**src/rtl/tile_ram_arbiter.sv**
```systemverilog
// Tile-map RAM arbiter: shares one sync-read RAM port between the video
// scanner and a CPU req/ack port. Video slots always win; CPU stalls at most one cycle.
module tile_ram_arbiter #(
  parameter int H_DISPLAY = 256,
  parameter int V_DISPLAY = 240,
  parameter int H_PRE     = 302,
  parameter int VID_BASE  = 0
) (
  input  logic       clk,
  input  logic       reset,
  input  logic [8:0] hpos,
  input  logic [8:0] vpos,
  input  logic       cpu_req,
  input  logic       cpu_we,
  input  logic [9:0] cpu_addr,
  input  logic [7:0] cpu_wdata,
  output logic       cpu_ack,
  output logic [7:0] cpu_rdata,
  output logic [7:0] vid_data,
  output logic       vid_valid,
  output logic [9:0] ram_addr,
  output logic       ram_we,
  output logic [7:0] ram_wdata,
  input  logic [7:0] ram_rdata
);

  localparam logic [9:0] HVIS  = 10'(H_DISPLAY - 8);
  localparam logic [9:0] VVIS  = 10'(V_DISPLAY);
  localparam logic [8:0] HPRE  = 9'(H_PRE);
  localparam logic [9:0] VBASE = 10'(VID_BASE);

  typedef enum logic [1:0] {
    S_IDLE,
    S_GRANT,
    S_DATA,
    S_ACK
  } state_e;

  state_e     state_q, state_d;
  logic [9:0] ram_addr_q, ram_addr_d;
  logic       ram_we_q, ram_we_d;
  logic [7:0] ram_wdata_q, ram_wdata_d;
  logic [7:0] cpu_rdata_q, cpu_rdata_d;
  logic [7:0] vid_data_q, vid_data_d;
  logic       vid_rd_q, vid_cap_q, vid_valid_q;

  logic [8:0] h_nxt;
  logic [9:0] v_nxt;
  logic       pre_hit;
  logic       slot_n;
  logic [4:0] col_nxt;
  logic [9:0] vid_addr;

  // Port registers are loaded one cycle ahead, so decode the slot for hpos+1.
  always_comb begin
    h_nxt    = hpos + 9'd1;
    v_nxt    = {1'b0, vpos} + 10'd1;
    pre_hit  = (h_nxt == HPRE) && (v_nxt < VVIS);
    slot_n   = ({1'b0, vpos} < VVIS)
             && (h_nxt[2:0] == 3'd6)
             && (({1'b0, h_nxt} < HVIS) || pre_hit);
    col_nxt  = h_nxt[7:3] + 5'd1;
    vid_addr = VBASE + (pre_hit ? {v_nxt[7:3], 5'd0}
                                : {vpos[7:3], col_nxt});
  end

  always_comb begin
    state_d     = state_q;
    ram_addr_d  = ram_addr_q;
    ram_we_d    = 1'b0;
    ram_wdata_d = ram_wdata_q;
    cpu_rdata_d = cpu_rdata_q;
    vid_data_d  = vid_cap_q ? ram_rdata : vid_data_q;
    unique case (state_q)
      S_IDLE: begin
        if (cpu_req && !slot_n) begin
          state_d     = S_GRANT;
          ram_addr_d  = cpu_addr;
          ram_we_d    = cpu_we;
          ram_wdata_d = cpu_wdata;
        end
      end
      S_GRANT: state_d = cpu_we ? S_ACK : S_DATA;
      S_DATA: begin
        cpu_rdata_d = ram_rdata;
        state_d     = S_ACK;
      end
      S_ACK:   state_d = S_IDLE;
      default: state_d = S_IDLE;
    endcase
    if (slot_n) begin
      ram_addr_d = vid_addr;
      ram_we_d   = 1'b0;
    end
  end

  always_ff @(posedge clk or negedge reset) begin
    if (!reset) begin
      state_q     <= S_IDLE;
      ram_addr_q  <= '0;
      ram_we_q    <= 1'b0;
      ram_wdata_q <= '0;
      cpu_rdata_q <= '0;
      vid_data_q  <= '0;
      vid_rd_q    <= 1'b0;
      vid_cap_q   <= 1'b0;
      vid_valid_q <= 1'b0;
    end else begin
      state_q     <= state_d;
      ram_addr_q  <= ram_addr_d;
      ram_we_q    <= ram_we_d;
      ram_wdata_q <= ram_wdata_d;
      cpu_rdata_q <= cpu_rdata_d;
      vid_data_q  <= vid_data_d;
      vid_rd_q    <= slot_n;
      vid_cap_q   <= vid_rd_q;
      vid_valid_q <= vid_cap_q;
    end
  end

  assign cpu_ack   = (state_q == S_ACK);
  assign cpu_rdata = cpu_rdata_q;
  assign vid_data  = vid_data_q;
  assign vid_valid = vid_valid_q;
  assign ram_addr  = ram_addr_q;
  assign ram_we    = ram_we_q;
  assign ram_wdata = ram_wdata_q;

endmodule

```
**config.mk**
```make
export PLATFORM = sky130hd
export DESIGN_NAME = tile_ram_arbiter
export DESIGN_NICKNAME = d
export VERILOG_FILES = /design/src/rtl/tile_ram_arbiter.sv
export SDC_FILE = /design/constraint.sdc
export NUM_CORES = 1
export LEC_CHECK = 0
export BUFFER_PORTS_ARGS = -buffer_cell sky130_fd_sc_hd__buf_2
export CORE_MARGIN = 1.5
export CORE_UTILIZATION = 47
export DETAILED_ROUTE_END_ITERATION = 8
export GPL_ROUTABILITY_DRIVEN = 0
export GPL_TIMING_DRIVEN = 0
export HOLD_SLACK_MARGIN = 0.02
export PLACE_DENSITY_LB_ADDON = 0.08
export SYNTH_ARGS = -nofsm -noshare
export SYNTH_HDL_FRONTEND = slang
export SYNTH_SLANG_ARGS = --single-unit
```
**constraint.sdc**
```tcl
create_clock -name clk -period 2 [get_ports clk]
set_input_delay 0.3 -clock clk [delete_from_list [all_inputs] [get_ports clk]]
set_output_delay 0.3 -clock clk [all_outputs]
set_load 0.05 [all_outputs]
```
==> reports/metrics.cfg <==
[status]
status = finished, violations left
failed_checks = negative setup slack

[setup_path]
cp_slowest_cell = mux2_4
ff2ff_path_depth = 5
worstPathBufferInverterCount = 2
path_depth = 11
critPathLaunchType = primary input
crit_fanout = 5
critical_path.top_delay_family = compound AO/OA/AOI/OAI gates
path_cells = buf_6 > and3_4 > nand2_4 > xnor2_2 > ha_2 > o211a_1 > a22o_4 > a311oi_4 > buf_6 > nor3_4 > mux2_4
crit_type = in -> reg
critPathRequiredTime_ps = 2170
cpMostUsedCell = buf_6
end_kind = register
critPathMaxStageDelay_ps = 330
crit_arrival_ps = 2190

[power]
netSwitchingPower_mw = 2.08
internal_power_mw = 2.26
power_frac_clock = 0.157
leakage_nw = 1.40
comb_power_share = 0.541
power_density_nw_per_um2 = 1610
switching_share = 0.479
p_seq_frac = 0.302
peakVddDrop_uv = 597

[floorplanning]
num_io_pins = 85
initial_utilization = 0.490
die_h_um = 67.8
rows = 23
die_w_um = 67.8
fp.dieArea_um2 = 4600
core_area_um2 = 4030

[final_layout]
fill_cells = 324
diodes = 0
syn_to_final_growth_pct = 36.8
final_cell_count_no_fill = 298
drive_above_1_share = 0.560
stdcell_area_um2 = 2700
fin_util = 0.670
finalNetCount = 300

[synth]
synth_nets = 204
synth_cell_types = 36
synth_compound_area_frac = 0.0729
yosys.area_share.simple = 0.0837
synth_top_family_by_area = multiplexers
synth_fa_ha_area_frac = 0.0317
avgSynthCellArea_um2 = 13.1
ys_seq_elements = 40
synthCells = 151
synth_warnings = 0
synth_xor_area_frac = 0.0488
ys_seq_area_frac = 0.507
muxShareOfSynthArea = 0.235
syn_area_um2 = 1970

[route]
wl_mm = 4.09
final_antenna_net_count = 0
via_per_inst = 5.10
wl_per_cell_um = 13.7
drt_iter0_markers = 57
firstDrtPassIters = 4
drcViolationCount = 0
vias = 1520

[sta]
slew_viol_final = 0
worst_slack_ps = -18.6
period_share = 1.01
grt_setup_unrepaired = yes
clock_skew_ps = 4.81
tightest_slew_ps = 859
fin_crit_ps = 2020
setup_tns_ps = -31.3
fmax_ghz = 0.495
setup_viol = 2
slew_headroom = 0.427
finalHoldViolCount = 0

[global_routing]
grt.total_usage = 0.191
grt_max_degree = 41
overflow = 0
antenna_found_initial = 0
grt_pass1_vias = 1472
grt_pass1_wl_mm = 6.51

[clock_network]
clock_sinks = 40
postCtsHoldBufs = 0
cts-root-buf = clkbuf_8
cts_tree = done
clockBufferDepth = 2
cts_buffers = 5
clk_pin_slew_ps = 70
clk_latency_ps = 290
cts-htree-levels = 2

[job]
drv_cap = 0

[place]
dp.cells = 284
place_hpwl_mm = 3.00
io_buffers = 83
place_area_um2 = 2450

[hold_path]
hold_path_class = in -> async

## stage by stage
stage	worst slack, ps	power, mW	hold slack [ps]
detailed placement	-525	3.66	335
global placement	-453	3.59	333
CTS	-61.2	4.38	138
finish	-18.6	4.35	121
floorplan	-239	3.11	4.41
global route	-84.8	4.61	177
## cells in the final DEF (no fill, tap or decap), types with 2 or more instances in the layout
cell type and n:
clkbuf_1 3, nor3_4 2, a21oi_1 2, ha_1 4, nand2_1 8, nor2_1 2
buf_4 4, mux2_4 2, xor2_1 2, buf_6 4, mux2i_1 18, buf_2 80
mux2_2 22, xnor2_1 7, dfrtp_1 40, nand4_1 2, inv_1 3, nand3_1 3
o21ai_0 4, nor3_1 3, clkbuf_8 6
## area by class of cell
cell class              count  area [um^2]  area share
inverters                   4         15.0     0.00556
repair buffers             89          490       0.182
flip-flops and latches     40         1000       0.371
plain buffers               4         16.3     0.00602
multi-input cells         103          993       0.368
well taps                  50         62.6      0.0232
clock inverters             2         38.8      0.0144
clock buffers               6         82.6      0.0306
## worst paths after layout
path	startpoint	endpoint	slack [ps]
max in group asynchronous	reset	state_q[1]	1350
worst min-delay path	reset	ram_wdata[1]	120
min in group clk	cpu_wdata[1]	ram_wdata[1]	240
worst max register to register	state_q[1]	ram_wdata[6]	150
worst max-delay path	hpos[2]	ram_wdata[7]	-20
worst min register to register	vid_rd_q	vid_cap_q	350
## repair_timing
item | CTS | global route
buffers inserted | 5 | 1
resized for setup | 14 | 2
pin swaps | 2 | 0
endpoints found under the setup margin | 21 | 21
cloned | 1 | 0
## routing by layer
metal / track usage / vias to the layer above / wire length, um / part of all wire
met5: 0 / - / 0 / 0
met4: 0.0675 / 0 / 57 / 0.014
met3: 0.0444 / 5 / 283 / 0.069
met2: 0.335 / 63 / 2090 / 0.51
met1: 0.231 / 715 / 1660 / 0.41
li1: - / 737 / - / -
## power by group through the flow
stage	combinational, mW	sequential (mW)	clock (mW)
after floorplan	0.680	2.43	0
after global placement	2.28	1.31	0
after detailed placement	2.33	1.33	0
after CTS	2.37	1.32	0.698
after global routing	2.51	1.36	0.737
final	2.35	1.31	0.682
## cell usage after synthesis
cell,number,share of area
dfrtp_1,40,0.51
xnor2_1,8,0.035
nand4_2,1,0.0063
and2_2,1,0.0038
nor2_1,2,0.0038
nand4_1,2,0.0063
nor3_1,3,0.0076
ha_1,5,0.032
nand3_1,3,0.0076
o21ai_0,4,0.010
a311o_1,1,0.0051
a21oi_1,2,0.0051
xor2_1,3,0.013
a22o_2,1,0.0051
a311oi_4,1,0.013
inv_1,3,0.0057
inv_2,1,0.0019
nand2_1,9,0.017
a21o_2,1,0.0044
nor2_4,1,0.0057
o211a_1,1,0.0051
nor3_4,1,0.0082
and4bb_2,1,0.0063
nor4b_1,1,0.0044
mux2_4,1,0.0076
a41oi_2,1,0.0082
and3_1,1,0.0032
clkbuf_1,4,0.0076
o211ai_1,1,0.0038
o21a_1,1,0.0038
a41oi_1,1,0.0044
buf_6,1,0.0057
and2_1,1,0.0032
o2111ai_1,1,0.0044
mux2i_1,19,0.096
mux2_2,23,0.13
## cell families after synthesis
logic type,after synthesis
muxes,43
xor gates and xnor gates,11
adders and majority gates,5
DFF,40
AOI/OAI and AO/OA,16
and+or+nand+nor,27
buffers and inverters,9
## state kept, by name, summed over array words and instances, names as in the netlist
name	flops
ram_addr	10
cpu_rdata	8
ram_wdata	8
vid_data	8
state_q	2
ram_we	1
vid_cap_q	1
vid_rd_q	1
vid_valid	1
## worst register-to-register path, stage by stage (launching register included)
cell and delay, ps:
dfrtp_1 420, inv_1 120, ha_1 250, nand2_1 190, nor3_4 370, mux2_2 390
Power figures use the tool's default switching activity.
